File: config.mk
export PLATFORM = sky130hd
export DESIGN_NAME = ram_arbiter_flat
export DESIGN_NICKNAME = d
export VERILOG_FILES = /design/src/rtl/ram_arbiter_if.sv /design/src/rtl/ram_arbiter.sv /design/src/flat_wrapper.sv
export SDC_FILE = /design/constraint.sdc
export NUM_CORES = 1
export LEC_CHECK = 0
export CAP_MARGIN = 10
export CORE_MARGIN = 1
export CORE_UTILIZATION = 30
export CTS_CLUSTER_DIAMETER = 80
export DETAILED_ROUTE_END_ITERATION = 16
export PLACE_DENSITY = 0.65
export SLEW_MARGIN = 10
export SYNTH_ARGS = -nofsm -noshare
export SYNTH_HDL_FRONTEND = slang
export SYNTH_SLANG_ARGS = --single-unit
File: constraint.sdc
create_clock -name clk -period 4.49 [get_ports clk]
set_input_delay 1.1225 -clock clk [delete_from_list [all_inputs] [get_ports clk]]
set_output_delay 1.1225 -clock clk [all_outputs]
set_load 0.005 [all_outputs]
File: src/rtl/ram_arbiter_if.sv
`default_nettype none
// ============================================================================
// Module   : ram_arbiter_if
// Brief    : Requester-side and RAM-side signal bundle for ram_arbiter.
// Revision : 1.0 - initial release
// ============================================================================
`ifndef WORDSIZE
`define WORDSIZE 8
`endif

interface ram_arbiter_if #(
    parameter int DATA_W = `WORDSIZE,
    parameter int ADDR_W = 2
);
    logic              req0;
    logic              req1;
    logic              we0;
    logic              we1;
    logic [ADDR_W-1:0] addr0;
    logic [ADDR_W-1:0] addr1;
    logic [DATA_W-1:0] wdata0;
    logic [DATA_W-1:0] wdata1;
    logic              gnt0;
    logic              gnt1;
    logic              done0;
    logic              done1;
    logic [DATA_W-1:0] rdata0;
    logic [DATA_W-1:0] rdata1;
    logic              busy;
    logic [ADDR_W-1:0] ram_addr;
    logic [DATA_W-1:0] ram_wdata;
    logic              ram_we;
    logic [DATA_W-1:0] ram_rdata;

    // master: the requesters plus the RAM; slave: the arbiter itself
    modport master (
        output req0, req1, we0, we1, addr0, addr1, wdata0, wdata1, ram_rdata,
        input  gnt0, gnt1, done0, done1, rdata0, rdata1, busy,
        input  ram_addr, ram_wdata, ram_we
    );

    modport slave (
        input  req0, req1, we0, we1, addr0, addr1, wdata0, wdata1, ram_rdata,
        output gnt0, gnt1, done0, done1, rdata0, rdata1, busy,
        output ram_addr, ram_wdata, ram_we
    );
endinterface

`default_nettype wire

File: src/rtl/ram_arbiter.sv
`default_nettype none
// ============================================================================
// Module   : ram_arbiter
// Brief    : Two-port round-robin arbiter/sequencer for a single-port RAM.
// Revision : 1.0 - initial release
// ============================================================================
`ifndef WORDSIZE
`define WORDSIZE 8
`endif

module ram_arbiter #(
    parameter int DATA_W = `WORDSIZE,
    parameter int ADDR_W = 2
) (
    input  wire logic    clk,
    input  wire logic    clr,
    ram_arbiter_if.slave bus
);

    typedef enum logic [1:0] {
        S_IDLE   = 2'd0,
        S_ACCESS = 2'd1,
        S_RESP   = 2'd2
    } state_t;

    state_t            r_state;
    logic              r_last;
    logic              r_owner;
    logic              r_gnt0;
    logic              r_gnt1;
    logic              r_done0;
    logic              r_done1;
    logic [DATA_W-1:0] r_rdata0;
    logic [DATA_W-1:0] r_rdata1;
    logic              r_busy;
    logic              r_ram_we;
    logic [ADDR_W-1:0] r_ram_addr;
    logic [DATA_W-1:0] r_ram_wdata;

    logic              w_any;
    logic              w_pick;
    logic              w_we;
    logic [ADDR_W-1:0] w_addr;
    logic [DATA_W-1:0] w_wdata;

    // On a tie the port that was not granted last wins
    assign w_any   = bus.req0 | bus.req1;
    assign w_pick  = (bus.req0 && bus.req1) ? ~r_last : bus.req1;
    assign w_we    = w_pick ? bus.we1    : bus.we0;
    assign w_addr  = w_pick ? bus.addr1  : bus.addr0;
    assign w_wdata = w_pick ? bus.wdata1 : bus.wdata0;

    always_ff @(posedge clk or negedge clr) begin
        if (!clr) begin
            r_state     <= S_IDLE;
            r_last      <= 1'b1;
            r_owner     <= 1'b0;
            r_gnt0      <= 1'b0;
            r_gnt1      <= 1'b0;
            r_done0     <= 1'b0;
            r_done1     <= 1'b0;
            r_rdata0    <= '0;
            r_rdata1    <= '0;
            r_busy      <= 1'b0;
            r_ram_we    <= 1'b0;
            r_ram_addr  <= '0;
            r_ram_wdata <= '0;
        end else begin
            case (r_state)
                S_IDLE: begin
                    r_done0 <= 1'b0;
                    r_done1 <= 1'b0;
                    if (w_any) begin
                        r_state     <= S_ACCESS;
                        r_owner     <= w_pick;
                        r_last      <= w_pick;
                        r_gnt0      <= ~w_pick;
                        r_gnt1      <= w_pick;
                        r_busy      <= 1'b1;
                        r_ram_we    <= w_we;
                        r_ram_addr  <= w_addr;
                        r_ram_wdata <= w_wdata;
                    end
                end
                S_ACCESS: begin
                    r_state  <= S_RESP;
                    r_gnt0   <= 1'b0;
                    r_gnt1   <= 1'b0;
                    r_ram_we <= 1'b0;
                    r_done0  <= ~r_owner;
                    r_done1  <= r_owner;
                    // r_ram_we still holds the access direction here
                    if (!r_ram_we) begin
                        if (r_owner) r_rdata1 <= bus.ram_rdata;
                        else         r_rdata0 <= bus.ram_rdata;
                    end
                end
                S_RESP: begin
                    r_state <= S_IDLE;
                    r_done0 <= 1'b0;
                    r_done1 <= 1'b0;
                    r_busy  <= 1'b0;
                end
                default: begin
                    r_state  <= S_IDLE;
                    r_gnt0   <= 1'b0;
                    r_gnt1   <= 1'b0;
                    r_done0  <= 1'b0;
                    r_done1  <= 1'b0;
                    r_busy   <= 1'b0;
                    r_ram_we <= 1'b0;
                end
            endcase
        end
    end

    assign bus.gnt0      = r_gnt0;
    assign bus.gnt1      = r_gnt1;
    assign bus.done0     = r_done0;
    assign bus.done1     = r_done1;
    assign bus.rdata0    = r_rdata0;
    assign bus.rdata1    = r_rdata1;
    assign bus.busy      = r_busy;
    assign bus.ram_we    = r_ram_we;
    assign bus.ram_addr  = r_ram_addr;
    assign bus.ram_wdata = r_ram_wdata;

endmodule

`default_nettype wire

File: src/flat_wrapper.sv
// flat-port wrapper written by rule: the top's interface ports become plain ports
module ram_arbiter_flat 
#(
    parameter int DATA_W = `WORDSIZE,
    parameter int ADDR_W = 2
)
  (clk, clr, bus_req0, bus_req1, bus_we0, bus_we1, bus_addr0, bus_addr1, bus_wdata0, bus_wdata1, bus_ram_rdata, bus_gnt0, bus_gnt1, bus_done0, bus_done1, bus_rdata0, bus_rdata1, bus_busy, bus_ram_addr, bus_ram_wdata, bus_ram_we);
  ram_arbiter_if #(.DATA_W(DATA_W), .ADDR_W(ADDR_W)) bus_i ();
  input  wire logic clk;
  input  wire logic clr;
  input wire logic [$bits(bus_i.req0)-1:0] bus_req0;
  input wire logic [$bits(bus_i.req1)-1:0] bus_req1;
  input wire logic [$bits(bus_i.we0)-1:0] bus_we0;
  input wire logic [$bits(bus_i.we1)-1:0] bus_we1;
  input wire logic [$bits(bus_i.addr0)-1:0] bus_addr0;
  input wire logic [$bits(bus_i.addr1)-1:0] bus_addr1;
  input wire logic [$bits(bus_i.wdata0)-1:0] bus_wdata0;
  input wire logic [$bits(bus_i.wdata1)-1:0] bus_wdata1;
  input wire logic [$bits(bus_i.ram_rdata)-1:0] bus_ram_rdata;
  output wire logic [$bits(bus_i.gnt0)-1:0] bus_gnt0;
  output wire logic [$bits(bus_i.gnt1)-1:0] bus_gnt1;
  output wire logic [$bits(bus_i.done0)-1:0] bus_done0;
  output wire logic [$bits(bus_i.done1)-1:0] bus_done1;
  output wire logic [$bits(bus_i.rdata0)-1:0] bus_rdata0;
  output wire logic [$bits(bus_i.rdata1)-1:0] bus_rdata1;
  output wire logic [$bits(bus_i.busy)-1:0] bus_busy;
  output wire logic [$bits(bus_i.ram_addr)-1:0] bus_ram_addr;
  output wire logic [$bits(bus_i.ram_wdata)-1:0] bus_ram_wdata;
  output wire logic [$bits(bus_i.ram_we)-1:0] bus_ram_we;
  assign bus_i.req0 = bus_req0;
  assign bus_i.req1 = bus_req1;
  assign bus_i.we0 = bus_we0;
  assign bus_i.we1 = bus_we1;
  assign bus_i.addr0 = bus_addr0;
  assign bus_i.addr1 = bus_addr1;
  assign bus_i.wdata0 = bus_wdata0;
  assign bus_i.wdata1 = bus_wdata1;
  assign bus_i.ram_rdata = bus_ram_rdata;
  assign bus_gnt0 = bus_i.gnt0;
  assign bus_gnt1 = bus_i.gnt1;
  assign bus_done0 = bus_i.done0;
  assign bus_done1 = bus_i.done1;
  assign bus_rdata0 = bus_i.rdata0;
  assign bus_rdata1 = bus_i.rdata1;
  assign bus_busy = bus_i.busy;
  assign bus_ram_addr = bus_i.ram_addr;
  assign bus_ram_wdata = bus_i.ram_wdata;
  assign bus_ram_we = bus_i.ram_we;
  ram_arbiter #(.DATA_W(DATA_W), .ADDR_W(ADDR_W)) u_core (.clk(clk), .clr(clr), .bus(bus_i));
endmodule
Yosys cells after proc, flatten, opt, wreduce, memory -nomap -nowiden

Cells that the tools add are included.

Register bits: 36
RAM bits: 0
Latch bits: 0
Memories: 0
Input port bits: 34
Logic and storage cells: 46
Memory bits (read-only): 0

$mul: 0
Divide/modulo/power cells: 0
Reductions and logical operators: 7
Shifts and indexed selects: 0
$add $sub $neg: 0
Bitwise logic cells: 7
Equality and inequality tests: 3
Muxes and demuxes: 16
Magnitude comparators: 0

Operators with widths:

| operator                                                               | count |
|---|---|
| 1-bit 2-to-1 mux                                                       | 8 |
| 8-bit 2-to-1 mux                                                       | 1 |
| 1-bit one-hot mux with 2 select lines                                  | 4 |
| 1-bit NOT                                                              | 6 |
| 2-bit AND reduction                                                    | 3 |
| 3-bit AND reduction                                                    | 2 |
| 2-bit 2-to-1 mux                                                       | 2 |
| 2-bit one-hot mux with 2 select lines                                  | 1 |
| 2-bit by 1-bit equality test with 1-bit output (second input constant) | 1 |
| 2-bit equality test (second input constant)                            | 1 |
| 2-bit logical NOT                                                      | 1 |
| 2-bit by 1-bit != test with 1-bit output (second input constant)       | 1 |
| 1-bit logical AND                                                      | 1 |
| 1-bit OR                                                               | 1 |

Depth between registers and ports, before layout

Word-level depth: 5
Depth in mapped cells: 5
Gate-level depth less buffers: 4

Worst setup path before layout

OpenSTA, ideal clock, no wires.

Path type: input to register
From: in bus_req0
To: reg u_core.r_ram_addr[0], in the netlist u_core.bus.ram_addr[0]
Buffers on the path: 2
Stages: 5
Slack: 2483 ps
Arrival: 1881 ps
Data required time: 4364 ps
Cell sequence: nand2_1 -> and3_1 -> buf_2 -> buf_6 -> a221o_1

Cells in the longest elaborated chain, start to end: 3

Ends and longest elaborated chain:

| element              | RTL line           | source |
|---|---|---|
| from (decl)          | flat_wrapper.sv:11 | `input wire logic [$bits(bus_i.req0)-1:0] bus_req0;` |
| 1-bit logical AND    | ram_arbiter.sv:48  | `assign w_pick = (bus.req0 && bus.req1) ? ~r_last : bus.req1;` |
| 1-bit 2-to-1 mux     | ram_arbiter.sv:48  |  |
| 2-bit 2-to-1 mux     | ram_arbiter.sv:50  | `assign w_addr = w_pick ? bus.addr1 : bus.addr0;` |
| to (signal assigned) | ram_arbiter.sv:81  | `r_ram_addr <= w_addr;` |
| to (decl)            | ram_arbiter.sv:37  | `logic [ADDR_W-1:0] r_ram_addr;` |

Several ways; a longest one is shown, not always the timed one.
A chain may end at the register's enable or synchronous reset.

Worst setup path in the final report

From: reg u_core.r_ram_we, in the netlist u_core.bus.ram_we
To: out bus_ram_we

RTL lines:

| element                | RTL line           | source |
|---|---|---|
| from (decl)            | ram_arbiter.sv:36  | `logic r_ram_we;` |
| from (signal assigned) | ram_arbiter.sv:80  | `r_ram_we <= w_we;` |
| to (decl)              | flat_wrapper.sv:29 | `output wire logic [$bits(bus_i.ram_we)-1:0] bus_ram_we;` |

No word-level cell between the ends.

==> flow_metrics.tcl <==
set metrics [dict create \
    cts.sinks 36 \
    gp_congestion 0.705 \
    diodes 0 \
    fin_crit_sh_pct 52.6 \
    hp-start "u_core.bus.rdata0[2]$_DFFE_PN0P_" \
    r2r_end "u_core.bus.ram_wdata[6]$_DFFE_PN0P_" \
    synth_most_common_cell "dfrtp_1" \
    fin_tns_setup_ns 0 \
    worstPathMaxFanout 3 \
    drv_slew 0 \
    synth-seq-area-share_pct 62.4 \
    htree_levels 2 \
    ff2ff_path_depth 3 \
    grt_overflow 0 \
    portBuffers 65 \
    finClkSkew_ns 0.00472 \
    cts_buffers 5 \
    pwr_density_cell_nw_per_um2 655 \
    cts_hold_buf 0 \
    cts_tree "yes" \
    yosys_warnings 0 \
    violations "DRC" \
    area_growth_pct 52.2 \
    p_leak_nw 0.961 \
    grt_pass1_wl_mm 5.28 \
    critPathBufInv 1 \
    cts.path.max_buffers 2 \
    drtAntennaViolNets 0 \
    cp-end-kind "output pin" \
    initial_core_util_pct 32.1 \
    min_path_cells 1 \
    path_class "reg -> out" \
    synth_seq_cells 36 \
    finalNetCount 203 \
    peakVddDrop_v 0.000238 \
    syn_nets 137 \
    synth_edf_count 0 \
    rrSetupSlack_ns 2.52 \
    die_h_um 71.4 \
    final_area_sq_um 2200 \
    drc_errors 9 \
    cp_cell_sequence "clkdlybuf4s50_1" \
    grt_start_max_net_pins 37 \
    rsz0062_at_grt "no" \
    rows 24 \
    syn_area_sq_um 1450 \
    ios 66 \
    cts-root-buf "clkbuf_8" \
    cp.arrival_ns 1.24 \
    netlist_top_cells_count "dfrtp_1, mux2_1, a221o_1" \
    regArea_sq_um 902 \
    synthTopCellsByArea "dfrtp_1, mux2_1, a221o_1, a21boi_1, a21o_1" \
    clkTransAtPathRegs_ns 0.07 \
    clk_latency_ns 0.28 \
    status "complete, but fails checks" \
    clock.fmax_mhz 423 \
    async_reset_ff_share_pct 100 \
    tightest_slew_ns 0.803 \
    yosysTopAreaCell "dfrtp_1" \
    drt_pass1_iterations 10 \
    drt_iter0_drc 53 \
    dieArea_sq_um 5100 \
    fillers 399 \
    place_hpwl_mm 2.38 \
    hold_path_class "reg -> reg" \
    setup_viol 0 \
    grt_pass1_vias 1152 \
    synth_top_area_share_pct 60.6 \
    antenna_found_initial 0 \
    crit_family "buffers and inverters" \
    grt_usage_pct 13.8 \
    num_vias 1073 \
    relSlewSlack_pct 46.3 \
    place_area_sq_um 2120 \
    cts-resized-gates 0 \
    netlist_instances 103 \
    viasPerCell 4.86 \
    finalCriticalPeriod_ns 2.36 \
    die_w_um 71.4 \
    drive_gt1_share_pct 6.51 \
    wl_per_cell_um 14.6 \
    routed_wl_mm 3.22 \
    synth_ff_type "dfrtp_1" \
    max_stage_delay_ns 0.54 \
    avgSynthCellArea_sq_um 14.0 \
    core_area_sq_um 4500 \
    synth_cell_types 23 \
    maxCapViolCount 0 \
    critPathLaunchType "flip-flop" \
    hold_end "u_core.bus.rdata0[2]$_DFFE_PN0P_" \
    worstPathRequired_ns 3.37 \
    r2r_start "u_core.r_state[0]$_DFFE_PN0P_" \
    slowest_stage "clkdlybuf4s50_1" \
    multi_input_area_sq_um 490 \
    hold_viol_final 0 \
    cts_setup_buffers 0 \
]
per-stage QoR:
step,cells,hold WS [ns],worst slack [ns],power (mW),utilization (%)
final,221,0.485,2.13,1.44,48.8
after global routing,221,0.497,2.06,1.54,48.8
after CTS,221,0.487,2.11,1.46,48.8
after detailed placement,214,0.472,1.88,1.24,47.1
after global placement,214,0.465,1.97,1.22,47.1
after floorplan,103,0.471,2.48,0.868,-
placed cells by master (no fill, tap or decap):
cell type        synthesis  routed
a211oi_1                 1       1
dfrtp_1                 35      35
clkdlybuf4s50_1          0      64
o21ai_0                  1       1
mux2_1                  16      16
nand2b_2                 1       1
a21boi_1                 9       9
or2_1                    1       1
nand2_1                  2       2
a221o_1                 11      11
inv_2                    1       1
and3_1                   3       3
inv_1                    4       4
clkinv_2                 0       1
clkbuf_8                 0       5
a21boi_0                 1       1
nor3_4                   1       1
clkbuf_1                 2       1
a21oi_1                  1       1
buf_2                    3       1
dfstp_2                  1       1
a21o_1                   4       4
and2_1                   1       1
nand2b_1                 1       1
nor2_1                   2       2
worst max-delay path by stage:
| stage | from | end | cells after the start |
|---|---|---|---|
| 2_1_floorplan | bus_req0 | u_core.bus.ram_addr[0]$_DFFE_PN0P_ | 5 |
| 3_3_place_gp | bus_req1 | u_core.bus.ram_wdata[7]$_DFFE_PN0P_ | 4 |
| 3_5_place_dp | bus_req1 | u_core.bus.ram_wdata[7]$_DFFE_PN0P_ | 4 |
| 4_1_cts | u_core.bus.ram_we$_DFFE_PN0P_ | bus_ram_we | 1 |
| 5_1_grt | u_core.bus.ram_we$_DFFE_PN0P_ | bus_ram_we | 1 |
| 6_report | u_core.bus.ram_we$_DFFE_PN0P_ | bus_ram_we | 1 |
logic make-up after synthesis:
group	after synthesis	share of synthesized area, %
AOI/OAI and AO/OA	28	16.1
buffers and inverters	11	3.64
DFF	36	62.4
muxes	16	12.5
and+or+nand+nor	12	5.37
per-layer routing:
layer	part of all wire (%)	GRT usage, %	vias up	wire length [um]
met3	9.4	6.61	3	303
met4	0.90	4.44	0	29
met2	47	22.6	59	1510
met1	43	16.1	506	1380
met5	0	0	-	0
li1	-	-	505	-
flip-flops by register name (all words and copies together) (netlist names), 2 cells and up:
signal / count
u_core.bus.rdata1: 8
u_core.r_state: 2
u_core.bus.ram_wdata: 8
u_core.bus.rdata0: 8
u_core.bus.ram_addr: 2
final cells by class:
class	count	share of cell area, %
Multi-Input combinational cell	56	22.3
Clock inverter	1	0.228
Timing Repair Buffer	65	29.4
Sequential cell	36	41.0
Inverter	5	0.853
Tap cell	52	2.96
Clock buffer	6	3.30
report_power, final:
group / switching [mW] / total (mW) / internal, mW
Sequential: 0.0926 / 0.582 / 0.489
Clock: 0.108 / 0.213 / 0.105
Combinational: 0.231 / 0.645 / 0.414
Note: power is estimated with default switching activity, not from simulation.
